[config.mk]
export PLATFORM = sky130hd
export DESIGN_NAME = w5300_bus_arbiter_flat
export DESIGN_NICKNAME = d
export VERILOG_FILES = /design/src/rtl/w5300_bus_arbiter_if.sv /design/src/rtl/w5300_bus_arbiter.sv /design/src/flat_wrapper.sv
export SDC_FILE = /design/constraint.sdc
export NUM_CORES = 1
export LEC_CHECK = 0
export BUFFER_PORTS_ARGS = -buffer_cell sky130_fd_sc_hd__buf_4
export CAP_MARGIN = 10
export CORE_MARGIN = 3
export CORE_UTILIZATION = 50
export CTS_CLUSTER_SIZE = 8
export DETAILED_ROUTE_END_ITERATION = 8
export GPL_ROUTABILITY_DRIVEN = 0
export GPL_TIMING_DRIVEN = 0
export HOLD_SLACK_MARGIN = 0.1
export PLACE_DENSITY_LB_ADDON = 0.3
export SKIP_CTS_REPAIR_TIMING = 1
export SLEW_MARGIN = 20
export SYNTH_ARGS = -nofsm -noshare
export SYNTH_HDL_FRONTEND = slang
export SYNTH_SLANG_ARGS = --single-unit
[constraint.sdc]
create_clock -name clk -period 4.8 [get_ports clk]
set_clock_uncertainty 0.05 [all_clocks]
set_input_delay 0.72 -clock clk [delete_from_list [all_inputs] [get_ports clk]]
set_output_delay 0.72 -clock clk [all_outputs]
set_load 0.01 [all_outputs]
[src/rtl/w5300_bus_arbiter_if.sv]
// Requester and W5300-side signals of the two-master bus arbiter.
// slave = the arbiter itself; master = requesters plus W5300 interface model.
interface w5300_bus_arbiter_if;
  logic        m0_req;
  logic [10:0] m0_addr;
  logic [15:0] m0_wdata;
  logic        m0_gnt;
  logic        m0_done;
  logic        m0_err;
  logic [15:0] m0_rdata;

  logic        m1_req;
  logic [10:0] m1_addr;
  logic [15:0] m1_wdata;
  logic        m1_gnt;
  logic        m1_done;
  logic        m1_err;
  logic [15:0] m1_rdata;

  logic [11:0] uaddr;
  logic [15:0] u_wr_data;
  logic [15:0] u_rd_data;
  logic        op_status;
  logic        busy;

  modport slave (
    input  m0_req, m0_addr, m0_wdata, m1_req, m1_addr, m1_wdata,
    input  u_rd_data, op_status,
    output m0_gnt, m0_done, m0_err, m0_rdata,
    output m1_gnt, m1_done, m1_err, m1_rdata,
    output uaddr, u_wr_data, busy
  );

  modport master (
    output m0_req, m0_addr, m0_wdata, m1_req, m1_addr, m1_wdata,
    output u_rd_data, op_status,
    input  m0_gnt, m0_done, m0_err, m0_rdata,
    input  m1_gnt, m1_done, m1_err, m1_rdata,
    input  uaddr, u_wr_data, busy
  );
endinterface

[src/rtl/w5300_bus_arbiter.sv]
// Two-requester round-robin arbiter in front of the W5300 bus: one access at a time, gnt/done one cycle after
// the accepting/completing edge; requests are only sampled in IDLE (no queueing), WAIT ends on op_status or timeout.
module w5300_bus_arbiter #(
  parameter int STARTUP_CYCLES = 5300,
  parameter int TIMEOUT_CYCLES = 1024,
  parameter int GAP_CYCLES     = 2
) (
  input logic                 clk,
  input logic                 rst_n,
  w5300_bus_arbiter_if.slave  bus
);

  localparam logic [15:0] INIT_LAST    = 16'(STARTUP_CYCLES - 1);
  localparam logic [15:0] TIMEOUT_LAST = 16'(TIMEOUT_CYCLES - 1);
  localparam logic [15:0] GAP_LAST     = 16'(GAP_CYCLES - 1);

  typedef enum logic [1:0] {
    ST_INIT,
    ST_IDLE,
    ST_WAIT,
    ST_GAP
  } state_t;

  state_t      r_state, w_state;
  logic [15:0] r_cnt, w_cnt;
  logic        r_ptr, w_ptr;
  logic        r_owner, w_owner;
  logic [11:0] r_uaddr, w_uaddr;
  logic [15:0] r_wr_data, w_wr_data;
  logic [1:0]  r_gnt, w_gnt;
  logic [1:0]  r_done, w_done;
  logic [1:0]  r_err, w_err;
  logic [15:0] r_rdata [2];
  logic [15:0] w_rdata [2];
  logic        w_win;
  logic        w_any_req;

  // Contention goes to the pointer; a lone requester always wins.
  assign w_any_req = bus.m0_req | bus.m1_req;
  assign w_win     = (bus.m0_req && bus.m1_req) ? r_ptr : bus.m1_req;

  always_ff @(posedge clk or negedge rst_n) begin
    if (!rst_n) begin
      r_state   <= ST_INIT;
      r_cnt     <= 16'd0;
      r_ptr     <= 1'b0;
      r_owner   <= 1'b0;
      r_uaddr   <= 12'h800;
      r_wr_data <= 16'h0000;
      r_gnt     <= 2'b00;
      r_done    <= 2'b00;
      r_err     <= 2'b00;
      r_rdata   <= '{16'h0000, 16'h0000};
    end else begin
      r_state   <= w_state;
      r_cnt     <= w_cnt;
      r_ptr     <= w_ptr;
      r_owner   <= w_owner;
      r_uaddr   <= w_uaddr;
      r_wr_data <= w_wr_data;
      r_gnt     <= w_gnt;
      r_done    <= w_done;
      r_err     <= w_err;
      r_rdata   <= w_rdata;
    end
  end

  always_comb begin
    w_state   = r_state;
    w_cnt     = r_cnt + 16'd1;
    w_ptr     = r_ptr;
    w_owner   = r_owner;
    w_uaddr   = r_uaddr;
    w_wr_data = r_wr_data;
    w_gnt     = 2'b00;
    w_done    = 2'b00;
    w_err     = 2'b00;
    w_rdata   = r_rdata;

    unique case (r_state)
      ST_INIT: begin
        if (r_cnt == INIT_LAST) begin
          w_state = ST_IDLE;
          w_cnt   = 16'd0;
        end
      end

      ST_IDLE: begin
        w_cnt = 16'd0;
        if (w_any_req) begin
          w_state        = ST_WAIT;
          w_owner        = w_win;
          w_ptr          = ~w_win;
          w_uaddr        = {1'b0, (w_win ? bus.m1_addr : bus.m0_addr)};
          w_wr_data      = w_win ? bus.m1_wdata : bus.m0_wdata;
          w_gnt[w_win]   = 1'b1;
        end
      end

      ST_WAIT: begin
        // op_status is checked first so a completion on the terminal cycle is not reported as a timeout.
        if (bus.op_status) begin
          w_state          = ST_GAP;
          w_cnt            = 16'd0;
          w_uaddr[11]      = 1'b1;
          w_done[r_owner]  = 1'b1;
          w_rdata[r_owner] = bus.u_rd_data;
        end else if (r_cnt == TIMEOUT_LAST) begin
          w_state          = ST_GAP;
          w_cnt            = 16'd0;
          w_uaddr[11]      = 1'b1;
          w_done[r_owner]  = 1'b1;
          w_err[r_owner]   = 1'b1;
          w_rdata[r_owner] = 16'h0000;
        end
      end

      ST_GAP: begin
        if (r_cnt == GAP_LAST) begin
          w_state = ST_IDLE;
          w_cnt   = 16'd0;
        end
      end

      default: begin
        w_state = ST_INIT;
        w_cnt   = 16'd0;
      end
    endcase
  end

  assign bus.m0_gnt    = r_gnt[0];
  assign bus.m1_gnt    = r_gnt[1];
  assign bus.m0_done   = r_done[0];
  assign bus.m1_done   = r_done[1];
  assign bus.m0_err    = r_err[0];
  assign bus.m1_err    = r_err[1];
  assign bus.m0_rdata  = r_rdata[0];
  assign bus.m1_rdata  = r_rdata[1];
  assign bus.uaddr     = r_uaddr;
  assign bus.u_wr_data = r_wr_data;
  assign bus.busy      = (r_state != ST_IDLE);

endmodule

[src/flat_wrapper.sv]
// flat-port wrapper written by rule: the top's interface ports become plain ports
module w5300_bus_arbiter_flat 
#(
  parameter int STARTUP_CYCLES = 5300,
  parameter int TIMEOUT_CYCLES = 1024,
  parameter int GAP_CYCLES     = 2
)
  (clk, rst_n, bus_m0_req, bus_m0_addr, bus_m0_wdata, bus_m1_req, bus_m1_addr, bus_m1_wdata, bus_u_rd_data, bus_op_status, bus_m0_gnt, bus_m0_done, bus_m0_err, bus_m0_rdata, bus_m1_gnt, bus_m1_done, bus_m1_err, bus_m1_rdata, bus_uaddr, bus_u_wr_data, bus_busy);
  w5300_bus_arbiter_if bus_i ();
  input logic clk;
  input logic rst_n;
  input wire logic [$bits(bus_i.m0_req)-1:0] bus_m0_req;
  input wire logic [$bits(bus_i.m0_addr)-1:0] bus_m0_addr;
  input wire logic [$bits(bus_i.m0_wdata)-1:0] bus_m0_wdata;
  input wire logic [$bits(bus_i.m1_req)-1:0] bus_m1_req;
  input wire logic [$bits(bus_i.m1_addr)-1:0] bus_m1_addr;
  input wire logic [$bits(bus_i.m1_wdata)-1:0] bus_m1_wdata;
  input wire logic [$bits(bus_i.u_rd_data)-1:0] bus_u_rd_data;
  input wire logic [$bits(bus_i.op_status)-1:0] bus_op_status;
  output wire logic [$bits(bus_i.m0_gnt)-1:0] bus_m0_gnt;
  output wire logic [$bits(bus_i.m0_done)-1:0] bus_m0_done;
  output wire logic [$bits(bus_i.m0_err)-1:0] bus_m0_err;
  output wire logic [$bits(bus_i.m0_rdata)-1:0] bus_m0_rdata;
  output wire logic [$bits(bus_i.m1_gnt)-1:0] bus_m1_gnt;
  output wire logic [$bits(bus_i.m1_done)-1:0] bus_m1_done;
  output wire logic [$bits(bus_i.m1_err)-1:0] bus_m1_err;
  output wire logic [$bits(bus_i.m1_rdata)-1:0] bus_m1_rdata;
  output wire logic [$bits(bus_i.uaddr)-1:0] bus_uaddr;
  output wire logic [$bits(bus_i.u_wr_data)-1:0] bus_u_wr_data;
  output wire logic [$bits(bus_i.busy)-1:0] bus_busy;
  assign bus_i.m0_req = bus_m0_req;
  assign bus_i.m0_addr = bus_m0_addr;
  assign bus_i.m0_wdata = bus_m0_wdata;
  assign bus_i.m1_req = bus_m1_req;
  assign bus_i.m1_addr = bus_m1_addr;
  assign bus_i.m1_wdata = bus_m1_wdata;
  assign bus_i.u_rd_data = bus_u_rd_data;
  assign bus_i.op_status = bus_op_status;
  assign bus_m0_gnt = bus_i.m0_gnt;
  assign bus_m0_done = bus_i.m0_done;
  assign bus_m0_err = bus_i.m0_err;
  assign bus_m0_rdata = bus_i.m0_rdata;
  assign bus_m1_gnt = bus_i.m1_gnt;
  assign bus_m1_done = bus_i.m1_done;
  assign bus_m1_err = bus_i.m1_err;
  assign bus_m1_rdata = bus_i.m1_rdata;
  assign bus_uaddr = bus_i.uaddr;
  assign bus_u_wr_data = bus_i.u_wr_data;
  assign bus_busy = bus_i.busy;
  w5300_bus_arbiter #(.STARTUP_CYCLES(STARTUP_CYCLES), .TIMEOUT_CYCLES(TIMEOUT_CYCLES), .GAP_CYCLES(GAP_CYCLES)) u_core (.clk(clk), .rst_n(rst_n), .bus(bus_i));
endmodule
## Yosys cells after proc, flatten, opt, wreduce, memory -nomap -nowiden

Index checks and enable logic that the tools add are counted.
W data, S select, Z words.

- Register bits after elaboration: 86
- Input bits: 75
- Output and inout bits: 67

- $add $sub $neg: 1
- Order comparisons: 6
- Equality and inequality tests: 11
- Mux-type cells: 34
- Bitwise logic cells: 5
- Reductions and logical operators: 11

Operator list:

| operator | number |
|---|---|
| $mux W16 | 6 |
| $mux W32 | 2 |
| $pmux W16 S4 | 1 |
| $and A32 B32 Y32 | 1 |
| $bwmux W32 | 1 |
| $not A32 Y32 | 1 |
| $mux W2 | 12 |
| $add A16 B1 Y16 const B | 1 |
| $demux W16 S1 | 1 |
| $eq A16 B1 Y1 const B | 1 |
| $eq A16 B10 Y1 const B | 1 |
| $eq A16 B13 Y1 const B | 1 |
| $mux W12 | 1 |
| $mux W11 | 1 |
| $ne A2 B1 Y1 const B | 4 |
| $pmux W2 S4 | 1 |
| $mux W1 | 5 |
| $eq A2 B2 Y1 const B | 2 |
| $logic_and A1 B1 Y1 | 4 |
| $lt A1 B2 Y1 const B | 2 |
| $reduce_and A2 Y1 | 2 |
| $reduce_and A4 Y1 | 1 |
| $reduce_bool A2 Y1 | 2 |
| $ne A3 B2 Y1 const B | 1 |
| other kinds (11) | 13 |

## Longest topological paths before layout

Gate-level depths: netlist of the first run.

- Depth after elaboration: 9
- Gate-level depth with buffers: 8
- Mapped depth without buffers: 7

## Worst setup path after synthesis of the first run

Ideal clock, no wire load.

- Kind: register -> register
- From: reg u_core.r_cnt[11]
- To: reg u_core.r_rdata, in the netlist u_core.bus.m1_rdata[10]
- Library setup time: 121 ps
- Arrival: 2318 ps
- Required time: 4629 ps
- Path slack: 2311 ps
- Stages on the path, launching flop included: 8
- Buffers on the path: 2
- Clock period less this slack: 2489 ps
- Cells stage by stage: dfrtp_1 > or4_1 > or4_4 > and2_4 > or2_1 > buf_6 > buf_8 > a22o_1

- Longest elaborated chain between the ends: 3

Ends and longest elaborated chain:

| item | RTL line | RTL |
|---|---|---|
| start, declared | w5300_bus_arbiter.sv:25 | `logic [15:0] r_cnt, w_cnt;` |
| start signal, assigned | w5300_bus_arbiter.sv:56 | `r_cnt <= w_cnt;` |
| $eq A16 B10 Y1 | w5300_bus_arbiter.sv:108 | `end else if (r_cnt == TIMEOUT_LAST) begin` |
| $reduce_bool A2 Y1 (no source line) | n/a |  |
| $reduce_and A2 Y1 (no source line) | n/a |  |
| end signal, assigned | w5300_bus_arbiter.sv:53 | `r_rdata <= '{16'h0000, 16'h0000};` |
| end signal, assigned | w5300_bus_arbiter.sv:64 | `r_rdata <= w_rdata;` |
| end, declared | w5300_bus_arbiter.sv:33 | `logic [15:0] r_rdata [2];` |

Every way passes these cells.
A chain may end at the register's enable or synchronous reset.

## Final worst setup path of the first run

- From: reg u_core.r_cnt[11]
- To: reg u_core.r_rdata, in the netlist u_core.bus.m1_rdata[8]

Same word-level chain as after synthesis.

==> impl_metrics.toml, run 1 <==
[timing]
fin_crit_ns = 2.649
hold_viol = 0
slew_viol_final = 0
worst_pin_slew_ns = 0.7561
fin_crit_sh = 0.5519
grt_setup_unrepaired = "false"
whs_ns = 0.3692
fmax_mhz = 377.5
setup_viol = 0
worst_slack_ns = 2.151
setup_tns_ns = 0
slew-limit-headroom = 0.4959

[pwr]
combPwrFrac = 0.422
power-per-cell-area_nw_per_um2 = 580.6
switchingPower_mw = 1.011
vdd_ir_drop_max_mv = 0.3189
intPower_mw = 1.876
clkPwrFrac = 0.174
power_frac_seq = 0.404
p_sw_frac = 0.3502
leakagePower_nw = 2.579

[setup_path]
start_kind = "flop"
worstPathRequired_ns = 4.99
slowest_stage = "or4_1"
crit_start = "u_core.r_cnt[11]"
critPathMaxStageDelay_ns = 0.58
crit_family = "simple AND/OR/NAND/NOR gates"
critPathArrivalTime_ns = 2.83
path_buf_inv = 2
path_cells = "or4_1 > or4_4 > and2_4 > or2_1 > buf_6 > buf_8 > a22o_1"
crit_type = "reg2reg"
r2r_start = "u_core.r_cnt[11]"
critPathMaxFanout = 10
end_kind = "flop"

[clocking]
clock-root-buffer = "clkbuf_8"
cts_sinks = 86
numCtsBuffers = 9
clkTransAtPathRegs_ns = 0.08
cts_tree = "done"
clk_path_buf_depth = 2
cts_max_level = 3
clkLatencyLatePin_ns = 0.34

[detailed_routing]
drtIter0Drc = 297
dr_wl_met2_um = 4445
avgRoutedWirePerCell_um = 16.30
met3_length_um = 717
ant_nets = 0
wl_met1_um = 3611
drc_errors = 0
routed_wl_um = 8995
routed.top_layer = "met4"
first_pass_iters = 7
via_count = 3002
routed_via_density = 5.438

[grt]
overflow = 0
grt_pass1_vias = 2956
grt_pass1_wl_um = 14300
grt_max_degree = 87
grt.total_usage = 0.2165
antenna_found_initial = 0

[final_layout]
area_delta_synth_final_pct = 38.47
layout_commonest_cell = "buf_4"
finalCoreUtilization = 0.7239
final_cell_mix = "buf_4 (140), dfrtp_1 (85), inv_1 (35), a22o_1 (32), nor2_1 (27)"
antenna_cells = 0
final_cells = 552
num-nets-final = 534
drive_gt1_frac = 0.3706

[hold_path]
hp-class = "in2async"

[synth]
netlist_area_um2 = 3591
synth_cell_types = 38
syn-instance-count = 299
yosysWarnings = 0
synth_nets = 382
synthArstFlopShare = 1.000
seq_area_frac_synth = 0.5997
yosys_register_bits = 86
synth_edf_count = 0
syn_area_per_cell_um2 = 12.01
ys.flop_type = "dfrtp_1"

[placed_design]
numPortBuffers = 141
place_ws_ns = 2.147
dp_hpwl_um = 6532
dp_cells = 536

[floorplanning]
die_area_um2 = 8235
die_w_um = 90.75
die_h_um = 90.75
initial_core_util = 0.5228
coreArea_um2 = 6869
rows = 30
io_pins = 142

[job]
maxCapViolCount = 0

[outcome]
status = "finished clean"
## state kept, by name (all words and copies together) (netlist names)
signal and cells:
u_core.r_cnt 16, u_core.bus.m0_rdata 16, u_core.r_state 2, u_core.r_ptr 1, u_core.bus.uaddr 12, u_core.r_gnt 2
u_core.bus.m1_rdata 16, u_core.r_done 2, u_core.r_owner 1, u_core.bus.u_wr_data 16, u_core.r_err 2
## power groups by stage
stage,combinational (mW),clock [mW],sequential [mW]
floorplan,0.515,0,1.27
CTS,1.23,0.515,1.16
global placement,1.19,0,1.17
global route,1.33,0.548,1.20
finish,1.22,0.501,1.17
detailed placement,1.22,0,1.17
## worst reg2reg max path: stages (launching register included)
cell	delay [ns]
dfrtp_1	0.43
or4_1	0.58
or4_4	0.58
and2_4	0.18
or2_1	0.23
buf_6	0.14
buf_8	0.13
a22o_1	0.23
## final cells by class
type	count	area (um2)
sequential	86	2153
fill	502	1897
multi-input combinational	161	1206
timing repair buffer	141	1062
inverter	35	131.4
clock buffer	10	127.6
tap	96	120.1
buffer	17	100.1
clock inverter	6	71.32
## layer usage
| metal | track usage | up-vias |
|---|---|---|
| met1 | 0.2655 | 1458 |
| met4 | 0.09949 | 0 |
| li1 | - | 1395 |
| met2 | 0.3564 | 129 |
| met5 | 0 | - |
| met3 | 0.05833 | 20 |
## synthesized netlist by cell type (all sizes together) (2+ instances only)
library cell / count / area (um2)
buf: 7 / 62.55
nor4: 2 / 12.51
or2: 3 / 18.77
xor2: 6 / 52.55
xnor2: 8 / 70.07
dfrtp: 85 / 2127
nor3: 4 / 20.02
o21ai: 5 / 25.02
mux2: 2 / 22.52
nor2: 27 / 101.4
clkbuf: 10 / 37.54
inv: 35 / 131.4
or4: 2 / 18.77
nand2: 7 / 26.28
a21o: 2 / 15.01
nand4: 6 / 37.54
a22o: 32 / 280.3
nand3: 7 / 35.03
a222oi: 25 / 250.2
mux2i: 3 / 30.03
and3: 3 / 18.77
ha: 8 / 100.1
## metrics by stage
step	cell area [um2]	power, mW
after detailed placement	4770	2.397
after CTS	4969	2.910
after floorplan	3591	1.785
after global placement	4770	2.356
final	4972	2.887
after global routing	4972	3.075
## final timing paths
kind	slack (ns)	cells past startpoint	end
min in group clk	0.44	1	u_core.r_ptr
min reg2reg	0.44	1	u_core.r_ptr
min	0.37	1	u_core.bus.m1_rdata[6]
max	2.15	7	u_core.bus.m1_rdata[8]
max in group asynchronous	3.82	1	u_core.r_gnt[1]
max reg2reg	2.15	7	u_core.bus.m1_rdata[8]
## cells by family (layout without fill, tap and decap cells)
family / Yosys count / count (layout) / share of synthesized area
flops: 86 / 86 / 0.5997
simple gates: 68 / 68 / 0.09548
compound gates: 66 / 66 / 0.1638
buf+inv: 52 / 209 / 0.06446
xor+xnor: 14 / 14 / 0.03415
fa+ha+maj: 8 / 8 / 0.02788
mux: 5 / 5 / 0.01463
No activity file was read; power rests on OpenSTA's default activity.
==> inputs of run 2 (changes only) <==
Settings changed: CORE_UTILIZATION 50 to 48.
Clock period 4.8 ns to 2.65 ns, I/O delays scaled along.
==> impl_metrics.toml, run 2 (synthesis gave the netlist of run 1 again) <==
[clocking]
clk_path_buf_depth = 2
cts_tree = "done"
cts_max_level = 3
cts_sinks = 86
clock-root-buffer = "clkbuf_8"
clkTransAtPathRegs_ns = 0.08
numCtsBuffers = 9
clkLatencyLatePin_ns = 0.35

[detailed_routing]
avgRoutedWirePerCell_um = 16.35
routed.top_layer = "met4"
first_pass_iters = 8
drc_errors = 0
dr_wl_met2_um = 4636
routed_wl_um = 9138
drtIter0Drc = 309
ant_nets = 0
wl_met1_um = 3687
routed_via_density = 5.444
via_count = 3043
met3_length_um = 665

[grt]
grt_pass1_vias = 2911
overflow = 0
antenna_found_initial = 0
grt_max_degree = 87
grt_pass1_wl_um = 14370
grt.total_usage = 0.2130

[placed_design]
dp_hpwl_um = 6696
numPortBuffers = 141

[timing]
grt_setup_unrepaired = "false"
fmax_mhz = 390.3
slew-limit-headroom = 0.4946
hold_viol = 0
whs_ns = 0.1861
fin_crit_ns = 2.562
worst_pin_slew_ns = 0.7581
fin_crit_sh = 0.9668
setup_tns_ns = 0
setup_viol = 0
slew_viol_final = 0

[hold_path]
hp-class = "in2reg"

[setup_path]
path_cells = "or3b_2 > or4_4 > and2_4 > or2_1 > buf_6 > buf_8 > a22o_1"
start_kind = "flop"
end_kind = "flop"
worstPathRequired_ns = 2.84
critPathMaxFanout = 10
crit_type = "reg2reg"
critPathArrivalTime_ns = 2.75
slowest_stage = "or4_4"
critPathMaxStageDelay_ns = 0.56

[final_layout]
layout_commonest_cell = "buf_4"
final_cell_mix = "buf_4 (147), dfrtp_1 (84), inv_1 (35), a22o_1 (32), nor2_1 (27)"
drive_gt1_frac = 0.3801
antenna_cells = 0
num-nets-final = 541
area_delta_synth_final_pct = 39.37

[floorplanning]
initial_core_util = 0.5116
io_pins = 142
die_w_um = 92.50
coreArea_um2 = 7019
die_area_um2 = 8555
die_h_um = 92.50
rows = 30

[pwr]
power-per-cell-area_nw_per_um2 = 1024
vdd_ir_drop_max_mv = 0.5874
leakagePower_nw = 2.599

[job]
maxCapViolCount = 0

[outcome]
status = "finished clean"
run 2: cell types whose count changed in the layout (fill, tap and decap cells not counted), sizes merged:
cell and change:
clkinv -1, dlygate4sd3 +1, buf +6, inv +1, clkinvlp +1, bufinv -1
run 2: critical path: cells and delay by family, from the launching register on:
kind | cells | cell delay (ns)
DFF | 1 | 0.45
and+or+nand+nor | 4 | 1.45
buffers and inverters | 2 | 0.27
AOI/OAI and AO/OA | 1 | 0.23
run 2: report_power, final:
part | switching, mW | leakage, nW | total [mW] | internal (mW)
sequential | 0.306 | 1.09 | 2.12 | 1.81
combinational | 1.06 | 1.43 | 2.20 | 1.15
clock | 0.462 | 0.0793 | 0.807 | 0.345
total | 1.82 | 2.60 | 5.13 | 3.30
run 2: final cells by class:
class | instances | area (um2)
buffer | 17 | 102.6
clock buffer | 10 | 127.6
clock inverter | 6 | 45.04
fill | 502 | 2014
inverter | 35 | 131.4
multi-input combinational | 161 | 1206
sequential | 86 | 2155
tap | 96 | 120.1
timing repair buffer | 148 | 1117
run 2: path summary, 6_finish.rpt:
path	startpoint	to	slack, ns	cells after the start
worst max-delay path	u_core.r_cnt[10]	u_core.bus.m1_rdata[6]	0.09	7
worst min-delay path	bus_op_status	u_core.r_err[0]	0.19	2
max in group asynchronous	rst_n	u_core.r_cnt[10]	1.41	2
min in group asynchronous	rst_n	u_core.bus.m0_rdata[6]	0.61	2
worst max register to register	u_core.r_cnt[10]	u_core.bus.m1_rdata[6]	0.09	7
worst min register to register	u_core.r_ptr	u_core.r_ptr	0.44	1
run 2: through the flow:
stage	cells	worst slack (ns)	total power [mW]	cell area, um2	utilization
after floorplan	299	0.1612	3.233	3591	-
after global placement	536	0.06486	4.269	4770	0.6795
after detailed placement	536	0.04709	4.356	4770	0.6795
after CTS	552	0.04918	5.168	4942	0.7041
after global routing	559	0.006159	5.476	5005	0.7130
final	559	0.08804	5.127	5005	0.7130
run 2: per-layer routing:
metal | vias to the layer above | global-route usage
li1 | 1397 | -
met1 | 1504 | 0.2732
met2 | 128 | 0.3492
met3 | 14 | 0.05605
met4 | 0 | 0.07550
met5 | - | 0
==> inputs of run 3 (changes only) <==
Settings changed: MAX_ROUTING_LAYER set to met4.
==> impl_metrics.toml, run 3 (synthesis gave the netlist of run 1 again) <==
[outcome]
status = "finished clean"

[final_layout]
antenna_cells = 0
area_delta_synth_final_pct = 39.37
final_area_um2 = 5005
num-nets-final = 541
layout_commonest_cell = "buf_4"
drive_gt1_frac = 0.3801
final_cell_mix = "buf_4 (147), dfrtp_1 (84), inv_1 (35), a22o_1 (32), nor2_1 (27)"
final_cells = 559
finalCoreUtilization = 0.7130

[setup_path]
reg2regPathDepth = 7
end_kind = "flop"
worstPathRequired_ns = 2.84
critPathMaxFanout = 10
critPathArrivalTime_ns = 2.75
crit_type = "reg2reg"
start_kind = "flop"

[timing]
worst_slack_ns = 0.09038
setup_tns_ns = 0
whs_ns = 0.1792
slew-limit-headroom = 0.4991
fmax_mhz = 390.7
worst_pin_slew_ns = 0.7513
setup_viol = 0
fin_crit_sh = 0.9659
slew_viol_final = 0
fin_crit_ns = 2.560
grt_setup_unrepaired = "false"
hold_viol = 0

[clocking]
clkLatencyLatePin_ns = 0.35
cts_max_level = 3
clock-root-buffer = "clkbuf_8"
numCtsBuffers = 9
cts_sinks = 86
cts_tree = "done"
clk_path_buf_depth = 2
clkTransAtPathRegs_ns = 0.09

[grt]
overflow = 0
grt_max_degree = 87
grt.total_usage = 0.2181
grt_pass1_vias = 2919
use_met2 = 0.3498
grt_pass1_wl_um = 14350
busiest_layer = "met2"
met1_usage = 0.2770
use_met3 = 0.04062
antenna_found_initial = 0

[floorplanning]
initial_core_util = 0.5116
io_pins = 142
die_area_um2 = 8555
die_h_um = 92.50
coreArea_um2 = 7019
die_w_um = 92.50
rows = 30

[detailed_routing]
via_count = 3058
first_pass_iters = 7
routed_via_density = 5.470
drc_errors = 0
routed_wl_um = 9213
drtIter0Drc = 332
avgRoutedWirePerCell_um = 16.48
ant_nets = 0

[pwr]
switchingPower_mw = 1.826
leakagePower_nw = 2.599
clkPwrFrac = 0.158
power-per-cell-area_nw_per_um2 = 1025
power_frac_seq = 0.412
combPwrFrac = 0.429
p_sw_frac = 0.3560
intPower_mw = 3.303
total_power_mw = 5.129
vdd_ir_drop_max_mv = 0.5866

[placed_design]
dp_hpwl_um = 6696
dp_cells = 536
place_area_um2 = 4770
numPortBuffers = 141
place_ws_ns = 0.04709

[job]
maxCapViolCount = 0

[hold_path]
holdPathStages = 2
hp-class = "in2reg"
[run 3: final timing paths]
kind                            slack [ns]              from                      end
worst max-delay path                  0.09  u_core.r_cnt[10]  u_core.bus.m1_rdata[12]
worst min-delay path                  0.18     bus_op_status          u_core.r_err[0]
worst max register to register        0.09  u_core.r_cnt[10]  u_core.bus.m1_rdata[12]
worst min register to register        0.44      u_core.r_ptr             u_core.r_ptr
max in group asynchronous             1.41             rst_n         u_core.r_cnt[10]
min in group asynchronous             0.62             rst_n   u_core.bus.m0_rdata[6]
[run 3: final cells by class]
class / instances / area (um2)
plain buffers: 17 / 102.6
clock buffers: 10 / 127.6
clock inverters: 6 / 45.04
fillers: 502 / 2014
inverters: 35 / 131.4
multi-input cells: 161 / 1206
flip-flops and latches: 86 / 2155
well taps: 96 / 120.1
repair buffers: 148 / 1117
[run 3: power groups by stage]
stage | registers, mW | clock network (mW) | logic (mW)
global route | 2.17 | 0.895 | 2.40
floorplan | 2.30 | 0 | 0.934
finish | 2.11 | 0.812 | 2.20
CTS | 2.12 | 0.829 | 2.22
global placement | 2.11 | 0 | 2.16
detailed placement | 2.13 | 0 | 2.22
[run 3: worst max-delay path, cell delays in order (launching register included)]
cell and delay, ns:
dfrtp_2 0.45, or3b_2 0.48, or4_4 0.56, and2_4 0.18, or2_1 0.23, buf_6 0.14
buf_8 0.13, a22o_1 0.22
[run 3: per-layer routing]
metal	up-vias	share of wire
met5	-	0
met4	0	0.017
met3	15	0.070
met2	134	0.51
met1	1510	0.41
li1	1399	-
